File: src/rtl/i2d_id_if.sv
// Fetch/execute handshake and decoded-slot bundle for the i2d decode stage.
// The stage uses the slave modport; the fetch/execute side uses master.
interface i2d_id_if #(
  parameter int unsigned XLEN     = 32,
  parameter int unsigned REG_AW   = 5,
  parameter int unsigned ALU_OP_W = 4
);
  logic                if_valid;
  logic [XLEN-1:0]     if_ins;
  logic [XLEN-1:0]     if_pc;
  logic                if_ready;
  logic                flush;
  logic                ex_ready;
  logic                id_valid;
  logic [XLEN-1:0]     id_ins;
  logic [XLEN-1:0]     id_pc;
  logic [XLEN-1:0]     imm;
  logic [REG_AW-1:0]   rf_rd;
  logic [REG_AW-1:0]   rf_ra;
  logic [REG_AW-1:0]   rf_rb;
  logic                rf_r;
  logic [ALU_OP_W-1:0] alu_op;
  logic                id_err;
  logic                swi;
  logic                branch;
  logic                call;

  modport master (
    output if_valid, if_ins, if_pc, flush, ex_ready,
    input  if_ready, id_valid, id_ins, id_pc, imm, rf_rd, rf_ra, rf_rb,
           rf_r, alu_op, id_err, swi, branch, call
  );

  modport slave (
    input  if_valid, if_ins, if_pc, flush, ex_ready,
    output if_ready, id_valid, id_ins, id_pc, imm, rf_rd, rf_ra, rf_rb,
           rf_r, alu_op, id_err, swi, branch, call
  );
endinterface

File: src/rtl/i2d_id_stage.sv
// i2d decode stage: valid/ready slot between fetch and execute, blocks fetch after a trap.
// Define I2D_ID_PERF_EN to add the perf_dec / perf_stall counters.
module i2d_id_stage #(
  parameter int unsigned XLEN     = 32,
  parameter int unsigned REG_AW   = 5,
  parameter int unsigned IMM_R_W  = 21,
  parameter int unsigned IMM_NR_W = 26,
  parameter int unsigned ALU_OP_W = 4
) (
  input  logic clk,
  input  logic rst,
  i2d_id_if.slave bus
`ifdef I2D_ID_PERF_EN
  ,
  output logic [31:0] perf_dec,
  output logic [31:0] perf_stall
`endif
);

  localparam int unsigned OP_W   = 6;
  localparam int unsigned OP_LSB = XLEN - OP_W;
  localparam int unsigned RD_MSB = OP_LSB - 1;
  localparam int unsigned RA_MSB = RD_MSB - REG_AW;
  localparam int unsigned RB_MSB = RA_MSB - REG_AW;

  typedef enum logic [1:0] {
    ST_EMPTY     = 2'd0,
    ST_FULL      = 2'd1,
    ST_TRAP_FULL = 2'd2,
    ST_TRAP_WAIT = 2'd3
  } state_t;

  state_t state_q, state_d;

  logic [OP_W-1:0]     op;
  logic [XLEN-1:0]     imm_r_sext;
  logic [XLEN-1:0]     imm_nr_sext;
  logic [XLEN-1:0]     dec_imm;
  logic [ALU_OP_W-1:0] dec_alu_op;
  logic                dec_rf_r;
  logic                dec_err;
  logic                dec_swi;
  logic                dec_branch;
  logic                dec_call;
  logic                dec_trap;

  logic ready_c;
  logic accept_c;
  logic valid_d;

  logic                id_valid_q;
  logic [XLEN-1:0]     id_ins_q;
  logic [XLEN-1:0]     id_pc_q;
  logic [XLEN-1:0]     imm_q;
  logic [REG_AW-1:0]   rf_rd_q;
  logic [REG_AW-1:0]   rf_ra_q;
  logic [REG_AW-1:0]   rf_rb_q;
  logic                rf_r_q;
  logic [ALU_OP_W-1:0] alu_op_q;
  logic                id_err_q;
  logic                swi_q;
  logic                branch_q;
  logic                call_q;

  assign op          = bus.if_ins[XLEN-1 -: OP_W];
  assign imm_r_sext  = {{(XLEN-IMM_R_W){bus.if_ins[IMM_R_W-1]}}, bus.if_ins[IMM_R_W-1:0]};
  assign imm_nr_sext = {{(XLEN-IMM_NR_W){bus.if_ins[IMM_NR_W-1]}}, bus.if_ins[IMM_NR_W-1:0]};

  // Opcode decode of the instruction presented by fetch
  always_comb begin
    dec_imm    = '0;
    dec_alu_op = '0;
    dec_rf_r   = 1'b0;
    dec_err    = 1'b0;
    dec_swi    = 1'b0;
    dec_branch = 1'b0;
    dec_call   = 1'b0;
    if (op[5:4] == 2'b00 && op[3:0] <= 4'hD) begin
      dec_alu_op = ALU_OP_W'(op[3:0]);
      dec_rf_r   = 1'b1;
    end else if (op[5:4] == 2'b01 && op[3:0] <= 4'hD) begin
      dec_alu_op = ALU_OP_W'(op[3:0]);
      dec_rf_r   = 1'b1;
      dec_imm    = imm_r_sext;
    end else begin
      case (op)
        6'h1E: begin
          dec_alu_op = ALU_OP_W'(4'hF);
          dec_imm    = imm_r_sext;
        end
        6'h20: begin
          dec_branch = 1'b1;
          dec_imm    = imm_nr_sext;
        end
        6'h21: begin
          dec_call = 1'b1;
          dec_imm  = imm_nr_sext;
        end
        6'h30:   dec_swi = 1'b1;
        6'h3F:   ;
        default: dec_err = 1'b1;
      endcase
    end
    dec_trap = dec_swi | dec_err;
  end

  // Slot control: flush overrides every transition
  always_comb begin
    state_d  = state_q;
    ready_c  = 1'b0;
    accept_c = 1'b0;
    if (rst && !bus.flush) begin
      ready_c = (state_q == ST_EMPTY) || (state_q == ST_FULL && bus.ex_ready);
    end
    accept_c = bus.if_valid & ready_c;
    case (state_q)
      ST_EMPTY: begin
        if (accept_c) state_d = dec_trap ? ST_TRAP_FULL : ST_FULL;
      end
      ST_FULL: begin
        if (accept_c)         state_d = dec_trap ? ST_TRAP_FULL : ST_FULL;
        else if (bus.ex_ready) state_d = ST_EMPTY;
      end
      ST_TRAP_FULL: begin
        if (bus.ex_ready) state_d = ST_TRAP_WAIT;
      end
      ST_TRAP_WAIT: ;
      default: state_d = ST_EMPTY;
    endcase
    if (bus.flush) state_d = ST_EMPTY;
    valid_d = (state_d == ST_FULL) || (state_d == ST_TRAP_FULL);
  end

  // Output slot; payload may go stale once the slot empties, flags do not
  always_ff @(posedge clk) begin
    if (!rst) begin
      state_q    <= ST_EMPTY;
      id_valid_q <= 1'b0;
      id_ins_q   <= '0;
      id_pc_q    <= '0;
      imm_q      <= '0;
      rf_rd_q    <= '0;
      rf_ra_q    <= '0;
      rf_rb_q    <= '0;
      rf_r_q     <= 1'b0;
      alu_op_q   <= '0;
      id_err_q   <= 1'b0;
      swi_q      <= 1'b0;
      branch_q   <= 1'b0;
      call_q     <= 1'b0;
    end else begin
      state_q    <= state_d;
      id_valid_q <= valid_d;
      if (accept_c) begin
        id_ins_q <= bus.if_ins;
        id_pc_q  <= bus.if_pc;
        imm_q    <= dec_imm;
        rf_rd_q  <= bus.if_ins[RD_MSB -: REG_AW];
        rf_ra_q  <= bus.if_ins[RA_MSB -: REG_AW];
        rf_rb_q  <= bus.if_ins[RB_MSB -: REG_AW];
        rf_r_q   <= dec_rf_r;
        alu_op_q <= dec_alu_op;
        id_err_q <= dec_err;
        swi_q    <= dec_swi;
        branch_q <= dec_branch;
        call_q   <= dec_call;
      end else if (!valid_d) begin
        rf_r_q   <= 1'b0;
        id_err_q <= 1'b0;
        swi_q    <= 1'b0;
        branch_q <= 1'b0;
        call_q   <= 1'b0;
      end
    end
  end

`ifdef I2D_ID_PERF_EN
  // Accept and stall counters, cleared only by reset
  always_ff @(posedge clk) begin
    if (!rst) begin
      perf_dec   <= '0;
      perf_stall <= '0;
    end else begin
      if (accept_c)                    perf_dec   <= perf_dec + 32'd1;
      if (id_valid_q && !bus.ex_ready) perf_stall <= perf_stall + 32'd1;
    end
  end
`endif

  assign bus.if_ready = ready_c;
  assign bus.id_valid = id_valid_q;
  assign bus.id_ins   = id_ins_q;
  assign bus.id_pc    = id_pc_q;
  assign bus.imm      = imm_q;
  assign bus.rf_rd    = rf_rd_q;
  assign bus.rf_ra    = rf_ra_q;
  assign bus.rf_rb    = rf_rb_q;
  assign bus.rf_r     = rf_r_q;
  assign bus.alu_op   = alu_op_q;
  assign bus.id_err   = id_err_q;
  assign bus.swi      = swi_q;
  assign bus.branch   = branch_q;
  assign bus.call     = call_q;

endmodule

File: src/flat_wrapper.sv
// flat-port wrapper written by rule: the top's interface ports become plain ports
module i2d_id_stage_flat 
#(
  parameter int unsigned XLEN     = 32,
  parameter int unsigned REG_AW   = 5,
  parameter int unsigned IMM_R_W  = 21,
  parameter int unsigned IMM_NR_W = 26,
  parameter int unsigned ALU_OP_W = 4
)
  (clk, rst, bus_if_valid, bus_if_ins, bus_if_pc, bus_flush, bus_ex_ready, bus_if_ready, bus_id_valid, bus_id_ins, bus_id_pc, bus_imm, bus_rf_rd, bus_rf_ra, bus_rf_rb, bus_rf_r, bus_alu_op, bus_id_err, bus_swi, bus_branch, bus_call);
  i2d_id_if #(.XLEN(XLEN), .REG_AW(REG_AW), .ALU_OP_W(ALU_OP_W)) bus_i ();
  input  logic clk;
  input  logic rst;
  input wire logic [$bits(bus_i.if_valid)-1:0] bus_if_valid;
  input wire logic [$bits(bus_i.if_ins)-1:0] bus_if_ins;
  input wire logic [$bits(bus_i.if_pc)-1:0] bus_if_pc;
  input wire logic [$bits(bus_i.flush)-1:0] bus_flush;
  input wire logic [$bits(bus_i.ex_ready)-1:0] bus_ex_ready;
  output wire logic [$bits(bus_i.if_ready)-1:0] bus_if_ready;
  output wire logic [$bits(bus_i.id_valid)-1:0] bus_id_valid;
  output wire logic [$bits(bus_i.id_ins)-1:0] bus_id_ins;
  output wire logic [$bits(bus_i.id_pc)-1:0] bus_id_pc;
  output wire logic [$bits(bus_i.imm)-1:0] bus_imm;
  output wire logic [$bits(bus_i.rf_rd)-1:0] bus_rf_rd;
  output wire logic [$bits(bus_i.rf_ra)-1:0] bus_rf_ra;
  output wire logic [$bits(bus_i.rf_rb)-1:0] bus_rf_rb;
  output wire logic [$bits(bus_i.rf_r)-1:0] bus_rf_r;
  output wire logic [$bits(bus_i.alu_op)-1:0] bus_alu_op;
  output wire logic [$bits(bus_i.id_err)-1:0] bus_id_err;
  output wire logic [$bits(bus_i.swi)-1:0] bus_swi;
  output wire logic [$bits(bus_i.branch)-1:0] bus_branch;
  output wire logic [$bits(bus_i.call)-1:0] bus_call;
  assign bus_i.if_valid = bus_if_valid;
  assign bus_i.if_ins = bus_if_ins;
  assign bus_i.if_pc = bus_if_pc;
  assign bus_i.flush = bus_flush;
  assign bus_i.ex_ready = bus_ex_ready;
  assign bus_if_ready = bus_i.if_ready;
  assign bus_id_valid = bus_i.id_valid;
  assign bus_id_ins = bus_i.id_ins;
  assign bus_id_pc = bus_i.id_pc;
  assign bus_imm = bus_i.imm;
  assign bus_rf_rd = bus_i.rf_rd;
  assign bus_rf_ra = bus_i.rf_ra;
  assign bus_rf_rb = bus_i.rf_rb;
  assign bus_rf_r = bus_i.rf_r;
  assign bus_alu_op = bus_i.alu_op;
  assign bus_id_err = bus_i.id_err;
  assign bus_swi = bus_i.swi;
  assign bus_branch = bus_i.branch;
  assign bus_call = bus_i.call;
  i2d_id_stage #(.XLEN(XLEN), .REG_AW(REG_AW), .IMM_R_W(IMM_R_W), .IMM_NR_W(IMM_NR_W), .ALU_OP_W(ALU_OP_W)) u_core (.clk(clk), .rst(rst), .bus(bus_i));
endmodule
File: config.mk
export PLATFORM = sky130hd
export DESIGN_NAME = i2d_id_stage_flat
export DESIGN_NICKNAME = d
export VERILOG_FILES = /design/src/rtl/i2d_id_if.sv /design/src/rtl/i2d_id_stage.sv /design/src/flat_wrapper.sv
export SDC_FILE = /design/constraint.sdc
export NUM_CORES = 1
export LEC_CHECK = 0
export ABC_CLOCK_PERIOD_IN_PS = 3230
export CAP_MARGIN = 25
export CORE_ASPECT_RATIO = 1.4
export CORE_MARGIN = 5
export CORE_UTILIZATION = 35
export CTS_CLUSTER_SIZE = 12
export DETAILED_ROUTE_END_ITERATION = 8
export PLACE_DENSITY = 0.81
export SLEW_MARGIN = 5
export SYNTH_ARGS = -nofsm -noshare
export SYNTH_HDL_FRONTEND = slang
export SYNTH_SLANG_ARGS = --single-unit
File: constraint.sdc
create_clock -name clk -period 3.23 [get_ports clk]
set_input_delay 0.323 -clock clk [delete_from_list [all_inputs] [get_ports clk]]
set_output_delay 0.323 -clock clk [all_outputs]
set_load 0.03 [all_outputs]
==> flow_summary.yaml, run 1 <==
grt:
  track_usage: 0.175
  grt_pass1_vias: 3723
  antenna_found_initial: 0
  overflow: 0
  grt_max_degree: 98
  grt_first_pass_wirelength_mm: 18.7
timing:
  slew_violations: 0
  fmax_ghz: 0.436
  finalSetupTns_ns: 0
  grt_setup_unrepaired: "no"
  final_hold_viol_count: 0
  finalSetupViolCount: 0
  period_minus_slack_ns: 2.30
  finalCritPeriodShare: 0.711
  worstMarginPinSlew_ns: 1.04
  finClkSkew_ns: 0.00530
  slew_headroom: 0.303
routing:
  dr.pass1.iters: 4
  routed_wl_mm: 11.8
  vias: 3702
  viasPerCell: 4.90
  drtIter0Drc: 97
  drcViolationCount: 0
  wl_per_cell_um: 15.5
  antenna_left: 0
cts:
  cts.clk_slew.worst_paths_ns: 0.07
  cts_resized: 0
  postCtsHoldBufs: 0
  clk_path_buf_depth: 2
  numClockSinks: 102
  cts_buffers: 9
  cts.repair_timing.setup_buffer_count: 0
  cts_tree: "done"
  clk_latency_ns: 0.34
  root_buffer: "clkbuf_16"
  htreeDepth: 3
synth:
  yosysTopAreaCell: "dfxtp_1"
  synth_cell_types: 34
  ys_ff_latch: 102
  syn_inst: 458
  synth.cell_area_um2: 3830
  synthArstFlopShare: 0
  seq_area_frac_synth: 0.533
  synthFlopType: "dfxtp_1"
  syn_area_per_cell_um2: 8.37
  syn_nets: 527
  synth_edf_count: 0
  yosysWarnings: 0
  ys_top_cells_by_area: "dfxtp_1 53%, nand2_1 13%, a21oi_1 9.1%"
  synth_top_area_share: 0.533
run:
  maxCapViolations: 0
placement:
  place_area_um2: 5630
  gp_congestion: 0.807
  hpwlAfterDp_mm: 8.61
  portBuffers: 190
final_layout:
  fin_nets: 679
  layout-drive-gt1-share: 0.0455
  final_area_um2: 5930
  area.growth.synth_to_final_pct: 54.9
  num_antenna_cells: 0
  utilization: 0.549
die:
  dieArea_um2: 13200
  die_w_um: 98.4
  core_um2: 10800
  ios: 191
  initial_core_util: 0.354
  die_y_um: 134
  placement_rows: 45
critical_path:
  end_kind: "flip-flop"
  crit_type: "input port to flip-flop"
  cp_max_fo: 97
  worstPathArrival_ns: 2.57
  worstSetupStartpointType: "input port"
  required_ns: 3.51
pwr:
  p_leak_uw: 0.00206
  worst_ir_drop_vdd_mv: 0.268
  power_density_nw_per_um2: 476
status:
  status: "completed"
hold_path:
  min_path_type: "flip-flop to flip-flop"
## metal layers
layer / wire length [um] / global-route usage / vias to the layer above
met5: 0 / 0 / -
met1: 4560 / 0.186 / 1729
met2: 6090 / 0.323 / 140
li1: - / - / 1818
met4: 195 / 0.0516 / 0
met3: 917 / 0.0604 / 15
## placed cells by master, fill, tap and decap left out, types with 2 or more instances in the layout
cell               n
a22oi_1            2
a21o_1             5
inv_1              2
a32o_1             6
a31oi_1            4
inv_6              3
nand3_1           26
clkdlybuf4s50_1  189
nand2b_1           4
clkbuf_16          9
nor3_1             3
nand2_1          133
a21oi_1           70
buf_4              5
a32oi_1            2
o21ai_1           21
dfxtp_1          102
nor2_1             9
## worst max-delay path, stage by stage
cell and delay (ns):
clkdlybuf4s50_1 0.42, nand2b_1 0.25, or4b_4 0.89, a21oi_2 0.40, a32o_1 0.18
## where the power goes
group          internal, uW  switching (uW)  total (uW)
logic                   183             221         403
registers              1290            22.1        1320
clock network           613             493        1110
## Yosys cell counts, drive strengths merged (3+ instances only)
cell type	n
dfxtp	102
a21oi	71
nand2b	4
nand3	26
a21o	5
o21ai	22
nand2	133
a32o	6
nor3	3
inv	3
nor2	10
buf	40
clkbuf	14
a31oi	4
## logic make-up after synthesis
group	Yosys count	share of synthesized area
XOR/XNOR	1	0.00229
AND/OR/NAND/NOR	181	0.200
flip-flops	102	0.533
AO/OA/AOI/OAI	117	0.174
buffers and inverters	57	0.0901
## final timing paths
| check | endpoint | slack, ns | cells past startpoint | start |
|---|---|---|---|---|
| worst max-delay path | u_core.bus.imm[22] | 0.93 | 5 | bus_flush |
| worst min-delay path | u_core.bus.id_pc[29] | 0.45 | 2 | u_core.bus.id_pc[29] |
| worst min register to register | u_core.bus.id_pc[29] | 0.45 | 2 | u_core.bus.id_pc[29] |
| worst max register to register | u_core.bus.imm[22] | 1.11 | 4 | u_core.state_q[0] |
## registers in the layout, summed over array words and instances (netlist names)
| name | count |
|---|---|
| u_core.bus.call | 1 |
| u_core.bus.rf_rb | 4 |
| u_core.state_q | 2 |
| u_core.bus.branch | 1 |
| u_core.bus.alu_op | 4 |
| u_core.bus.swi | 1 |
| u_core.bus.rf_ra | 4 |
| u_core.bus.id_ins | 20 |
| u_core.bus.rf_r | 1 |
| u_core.bus.id_err | 1 |
| u_core.bus.rf_rd | 4 |
| u_core.bus.imm | 26 |
| u_core.bus.id_valid | 1 |
| u_core.bus.id_pc | 32 |
## layout make-up
type                    instances  area, um^2
clock buffers                   9         225
well taps                     141         176
fillers                       983        4880
repair buffers                195        1950
flip-flops and latches        102        2040
inverters                       3        11.3
clock inverters                 7        80.1
multi-input cells             299        1450
## through the flow
stage / std cells / hold WS, ns / worst slack [ns] / power (uW)
floorplan: 458 / 0.459 / 1.55 / 1550
global placement: 739 / 0.441 / 0.749 / 1740
CTS: 756 / 0.457 / 1.01 / 2860
detailed placement: 740 / 0.446 / 0.658 / 1750
finish: 756 / 0.454 / 0.935 / 2830
global route: 756 / 0.479 / 0.851 / 2950
Power figures use the tool's default switching activity.
==> inputs of run 2 (changes only) <==
--- a/config.mk
+++ b/config.mk
@@ -5,7 +5,7 @@
 export SDC_FILE = /design/constraint.sdc
 export NUM_CORES = 1
 export LEC_CHECK = 0
-export ABC_CLOCK_PERIOD_IN_PS = 3230
+export ABC_CLOCK_PERIOD_IN_PS = 2400
 export CAP_MARGIN = 25
 export CORE_ASPECT_RATIO = 1.4
 export CORE_MARGIN = 5
==> constraint.sdc (replaced) <==
create_clock -name clk -period 2.4 [get_ports clk]
set_input_delay 0.24 -clock clk [delete_from_list [all_inputs] [get_ports clk]]
set_output_delay 0.24 -clock clk [all_outputs]
set_load 0.03 [all_outputs]
==> run 2 against run 1 <==
Largest cell class unchanged. Critical path depth rose by 1. Sequential power up 34%. Combinational power grew 37%. Cell area up 2.0%. Wire length is 0.17% higher. Largest power group unchanged. Highest routed layer unchanged. Utilization increased by 1.1 points. Clock-buffer cell count increased by 1.
==> flow_summary.yaml, run 2 (synthesis gave the netlist of run 1 again) <==
status:
  status: "completed"
cts:
  postCtsHoldBufs: 0
  cts_buffers: 9
  clk_path_buf_depth: 2
  clk_latency_ns: 0.33
  numClockSinks: 102
  root_buffer: "clkbuf_16"
  cts.clk_slew.worst_paths_ns: 0.07
  cts_tree: "done"
  cts.repair_timing.setup_buffer_count: 0
  cts_resized: 0
  htreeDepth: 3
final_layout:
  area.growth.synth_to_final_pct: 58.0
  fin_nets: 685
  layout_common_cells: "189 x clkdlybuf4s50_1, 133 x nand2_1, 102 x dfxtp_1"
  stdcell_count: 762
  layout-drive-gt1-share: 0.0548
  fill_cells: 972
  largest_reg_flops: 32
  num_antenna_cells: 0
  layout_commonest_cell: "clkdlybuf4s50_1"
timing:
  fmax_ghz: 0.524
  finalSetupTns_ns: 0
  finClkSkew_ns: 0.00394
  finalCritPeriodShare: 0.795
  worstMarginPinSlew_ns: 0.675
  finalSetupViolCount: 0
  grt_setup_unrepaired: "no"
  period_minus_slack_ns: 1.91
  slew_violations: 0
  final_hold_viol_count: 0
  slew_headroom: 0.549
placement:
  portBuffers: 190
  dp_cells: 746
  hpwlAfterDp_mm: 8.82
  gp_congestion: 0.780
pwr:
  power_uw: 4010
  p_leak_uw: 0.00212
  worst_ir_drop_vdd_mv: 0.460
  power_density_nw_per_um2: 662
critical_path:
  rr_worst_depth: 5
  required_ns: 2.58
  worstPathArrival_ns: 2.09
  cp_max_fo: 34
  critPathLaunch: "bus_ex_ready"
  reg2reg_to: "u_core.bus.alu_op[1]"
  r2r-start: "u_core.state_q[0]"
  r2r_setup_slack_ns: 0.55
  crit_type: "input port to flip-flop"
  worstSetupStartpointType: "input port"
  crit_end: "u_core.bus.alu_op[1]"
  end_kind: "flip-flop"
grt:
  grt_max_degree: 56
  track_usage: 0.172
  grt_first_pass_wirelength_mm: 18.5
  overflow: 0
  antenna_found_initial: 0
  grt_pass1_vias: 3771
routing:
  vias: 3745
  viasPerCell: 4.91
  antenna_left: 0
  drcViolationCount: 0
  routed_wl_mm: 11.8
  wl_per_cell_um: 15.5
  drtIter0Drc: 122
  dr.pass1.iters: 4
die:
  placement_rows: 45
  ios: 191
  initial_core_util: 0.354
  die_y_um: 134
  dieArea_um2: 13200
  core_um2: 10800
  die_w_um: 98.4
hold_path:
  min_path_type: "input port to flip-flop"
run:
  maxCapViolations: 0
[run 2: worst min-delay path by stage]
stage / from / end / slack (ns) / cells past startpoint
finish: bus_if_pc[15] / u_core.bus.id_pc[15] / 0.45 / 3
global route: bus_if_pc[11] / u_core.bus.id_pc[11] / 0.44 / 3
global placement: u_core.bus.id_pc[10] / u_core.bus.id_pc[10] / 0.44 / 2
CTS: bus_if_pc[15] / u_core.bus.id_pc[15] / 0.43 / 3
detailed placement: u_core.bus.id_pc[31] / u_core.bus.id_pc[31] / 0.45 / 2
floorplan: bus_if_ins[22] / u_core.bus.rf_rd[1] / 0.38 / 2
[run 2: worst max-delay path, stage by stage]
cell and delay [ns]:
clkdlybuf4s50_1 0.57, nor2b_4 0.08, or4b_4 0.75, buf_4 0.27, nand2_1 0.08, a31oi_1 0.09
[run 2: metal layers]
layer | global-route usage | share of wire
met4 | 0.0774 | 0.026
met1 | 0.184 | 0.38
met2 | 0.307 | 0.51
met5 | 0 | 0
met3 | 0.0546 | 0.079
[run 2: metrics by stage]
stage / area, um^2 / utilization / setup slack (ns) / hold slack [ns]
6_report: 6050 / 0.560 / 0.491 / 0.447
5_1_grt: 6050 / 0.560 / 0.455 / 0.444
4_1_cts: 6050 / 0.560 / 0.517 / 0.431
3_5_place_dp: 5700 / 0.527 / 0.158 / 0.447
3_3_place_gp: 5700 / 0.527 / 0.232 / 0.442
2_1_floorplan: 3830 / - / 0.769 / 0.376
[run 2: report_power, final]
group	switching, uW	total [uW]	internal, uW
Clock	628	1680	1050
Sequential	30.4	1770	1740
Combinational	298	553	254
[run 2: cell type report]
class                           count  area (um^2)  area share
Clock inverter                      6          115      0.0190
Clock buffer                       10          239      0.0395
Timing Repair Buffer              201         2020       0.334
Inverter                            3         11.3     0.00186
Tap cell                          141          176      0.0291
Sequential cell                   102         2040       0.337
Multi-Input combinational cell    299         1450       0.240
==> inputs of run 3 (changes only) <==
--- a/config.mk
+++ b/config.mk
@@ -5,14 +5,14 @@
 export SDC_FILE = /design/constraint.sdc
 export NUM_CORES = 1
 export LEC_CHECK = 0
-export ABC_CLOCK_PERIOD_IN_PS = 2400
+export ABC_CLOCK_PERIOD_IN_PS = 1750
 export CAP_MARGIN = 25
 export CORE_ASPECT_RATIO = 1.4
 export CORE_MARGIN = 5
 export CORE_UTILIZATION = 35
 export CTS_CLUSTER_SIZE = 12
 export DETAILED_ROUTE_END_ITERATION = 8
-export PLACE_DENSITY = 0.81
+export PLACE_DENSITY = 0.84
 export SLEW_MARGIN = 5
 export SYNTH_ARGS = -nofsm -noshare
 export SYNTH_HDL_FRONTEND = slang
==> constraint.sdc (replaced) <==
create_clock -name clk -period 1.75 [get_ports clk]
set_input_delay 0.175 -clock clk [delete_from_list [all_inputs] [get_ports clk]]
set_output_delay 0.175 -clock clk [all_outputs]
set_load 0.03 [all_outputs]
==> run 3 against run 2 <==
Worst setup slack lost 0.38 ns. Cell area grew 3.1%. Hold slack lost 0.064 ns. Total power grew 27%. Flip-flop and latch count is the same. Utilization grew 1.8 points. Die area is the same. Clock skew grew 0.00072 ns. Combinational power grew 46%. Register-to-register slack lost 0.44 ns. Critical endpoint is now u_core.bus.id_pc[23].
==> flow_summary.yaml, run 3 (synthesis gave the netlist of run 1 again) <==
routing:
  wl_per_cell_um: 15.1
  drtIter0Drc: 118
  drcViolationCount: 0
  routed_wl_mm: 11.9
  vias: 3828
  antenna_left: 0
  viasPerCell: 4.87
  dr.pass1.iters: 4
pwr:
  power_density_nw_per_um2: 818
  p_leak_uw: 0.00235
  worst_ir_drop_vdd_mv: 0.516
  p_comb_frac: 0.159
  p_clk_frac: 0.366
  switching_power_uw: 1320
  switching_share: 0.258
  power_frac_seq: 0.476
  internal_power_uw: 3790
hold_path:
  hold_path_depth: 3
  hp-start: "bus_if_pc[5]"
  hold_end: "u_core.bus.id_pc[5]"
  min_path_type: "input port to flip-flop"
timing:
  final_hold_viol_count: 0
  finalCritPeriodShare: 0.938
  slew_headroom: 0.749
  slew_violations: 0
  finClkSkew_ns: 0.00466
  finalSetupTns_ns: 0
  worstMarginPinSlew_ns: 0.367
  fmax_ghz: 0.609
  period_minus_slack_ns: 1.64
  grt_setup_unrepaired: "no"
  finalSetupViolCount: 0
grt:
  grt_first_pass_wirelength_mm: 18.7
  track_usage: 0.175
  overflow: 0
  grt_max_degree: 41
  antenna_found_initial: 0
  grt_pass1_vias: 3940
critical_path:
  cp_max_fo: 40
  r2r_setup_slack_ns: 0.11
  critPathLaunch: "u_core.state_q[0]"
  rr_worst_depth: 5
  r2r-start: "u_core.state_q[0]"
  required_ns: 1.96
  crit_type: "flip-flop to flip-flop"
  end_kind: "flip-flop"
  worstSetupStartpointType: "flip-flop"
  worstPathArrival_ns: 1.85
  reg2reg_to: "u_core.bus.id_pc[23]"
die:
  placement_rows: 45
  core_um2: 10800
  dieArea_um2: 13200
  die_y_um: 134
  die_w_um: 98.4
  ios: 191
  initial_core_util: 0.354
placement:
  dp_cells: 768
  hpwlAfterDp_mm: 9.04
  portBuffers: 190
  gp_congestion: 0.805
cts:
  numClockSinks: 102
  cts_buffers: 9
  clk_path_buf_depth: 2
  htreeDepth: 3
  cts.clk_slew.worst_paths_ns: 0.07
  postCtsHoldBufs: 0
  root_buffer: "clkbuf_16"
  clk_latency_ns: 0.34
  cts_tree: "done"
final_layout:
  layout_common_cells: "182 x clkdlybuf4s50_1, 133 x nand2_1, 102 x dfxtp_1"
  layout_commonest_cell: "clkdlybuf4s50_1"
  area.growth.synth_to_final_pct: 63.0
  largest_reg_flops: 32
  stdcell_count: 786
  layout-drive-gt1-share: 0.0899
  fin_nets: 709
  num_antenna_cells: 0
run:
  maxCapViolations: 0
status:
  status: "completed"
-- run 3: changes by cell type in the layout (fill, tap and decap cells not counted), sizes merged --
cell / delta
buf: +24
bufinv: -3
clkdlybuf4s50: -7
clkinv: +2
clkinvlp: +1
dlymetal6s2s: +7
-- run 3: what timing repair did --
action / in CTS / in global routing
endpoints found under the setup margin: 0 / 36
buffers inserted: 0 / 2
gates resized for setup: 0 / 9
-- run 3: through the flow --
step	cell area, um^2	total power (uW)	setup WS (ns)	hold WS [ns]	utilization
floorplan	3830	2870	0.119	0.311	-
global placement	5910	3270	-0.149	0.441	0.547
detailed placement	5910	3290	-0.200	0.449	0.547
CTS	6200	5170	0.00223	0.367	0.573
global route	6240	5330	0.00597	0.390	0.578
finish	6240	5110	0.109	0.383	0.578
-- run 3: area by class of cell --
cell class	instances	area, um^2
fillers	933	4570
repair buffers	225	2270
flip-flops and latches	102	2040
multi-input cells	299	1460
clock buffers	10	239
well taps	141	176
clock inverters	6	45.0
inverters	3	11.3
-- run 3: routing by layer --
layer	wire, um	vias to the layer above	global-route usage
met5	0	-	0
met4	221	0	0.0691
met3	972	16	0.0505
met2	6410	138	0.330
met1	4270	1790	0.178
li1	-	1884	-
-- run 3: critical path, stage by stage (launching register included) --
cell and delay (ns):
dfxtp_1 0.34, nor2b_4 0.13, or4b_4 0.64, buf_12 0.23, nand2_1 0.09, a21oi_1 0.07
-- run 3: worst max-delay path by stage --
stage	cells after the start	to
final	5	u_core.bus.id_pc[23]
after global routing	7	u_core.bus.id_ins[0]
after CTS	1	bus_imm[28]
after detailed placement	8	u_core.bus.alu_op[2]
after global placement	6	u_core.bus.id_pc[25]
after floorplan	7	u_core.bus.rf_ra[3]
-- run 3: power by group through the flow --
stage	Combinational (uW)	Sequential (uW)	Clock [uW]
finish	810	2430	1870
floorplan	255	2610	0
global placement	793	2480	0
CTS	812	2430	1930
detailed placement	808	2480	0
global route	860	2440	2030
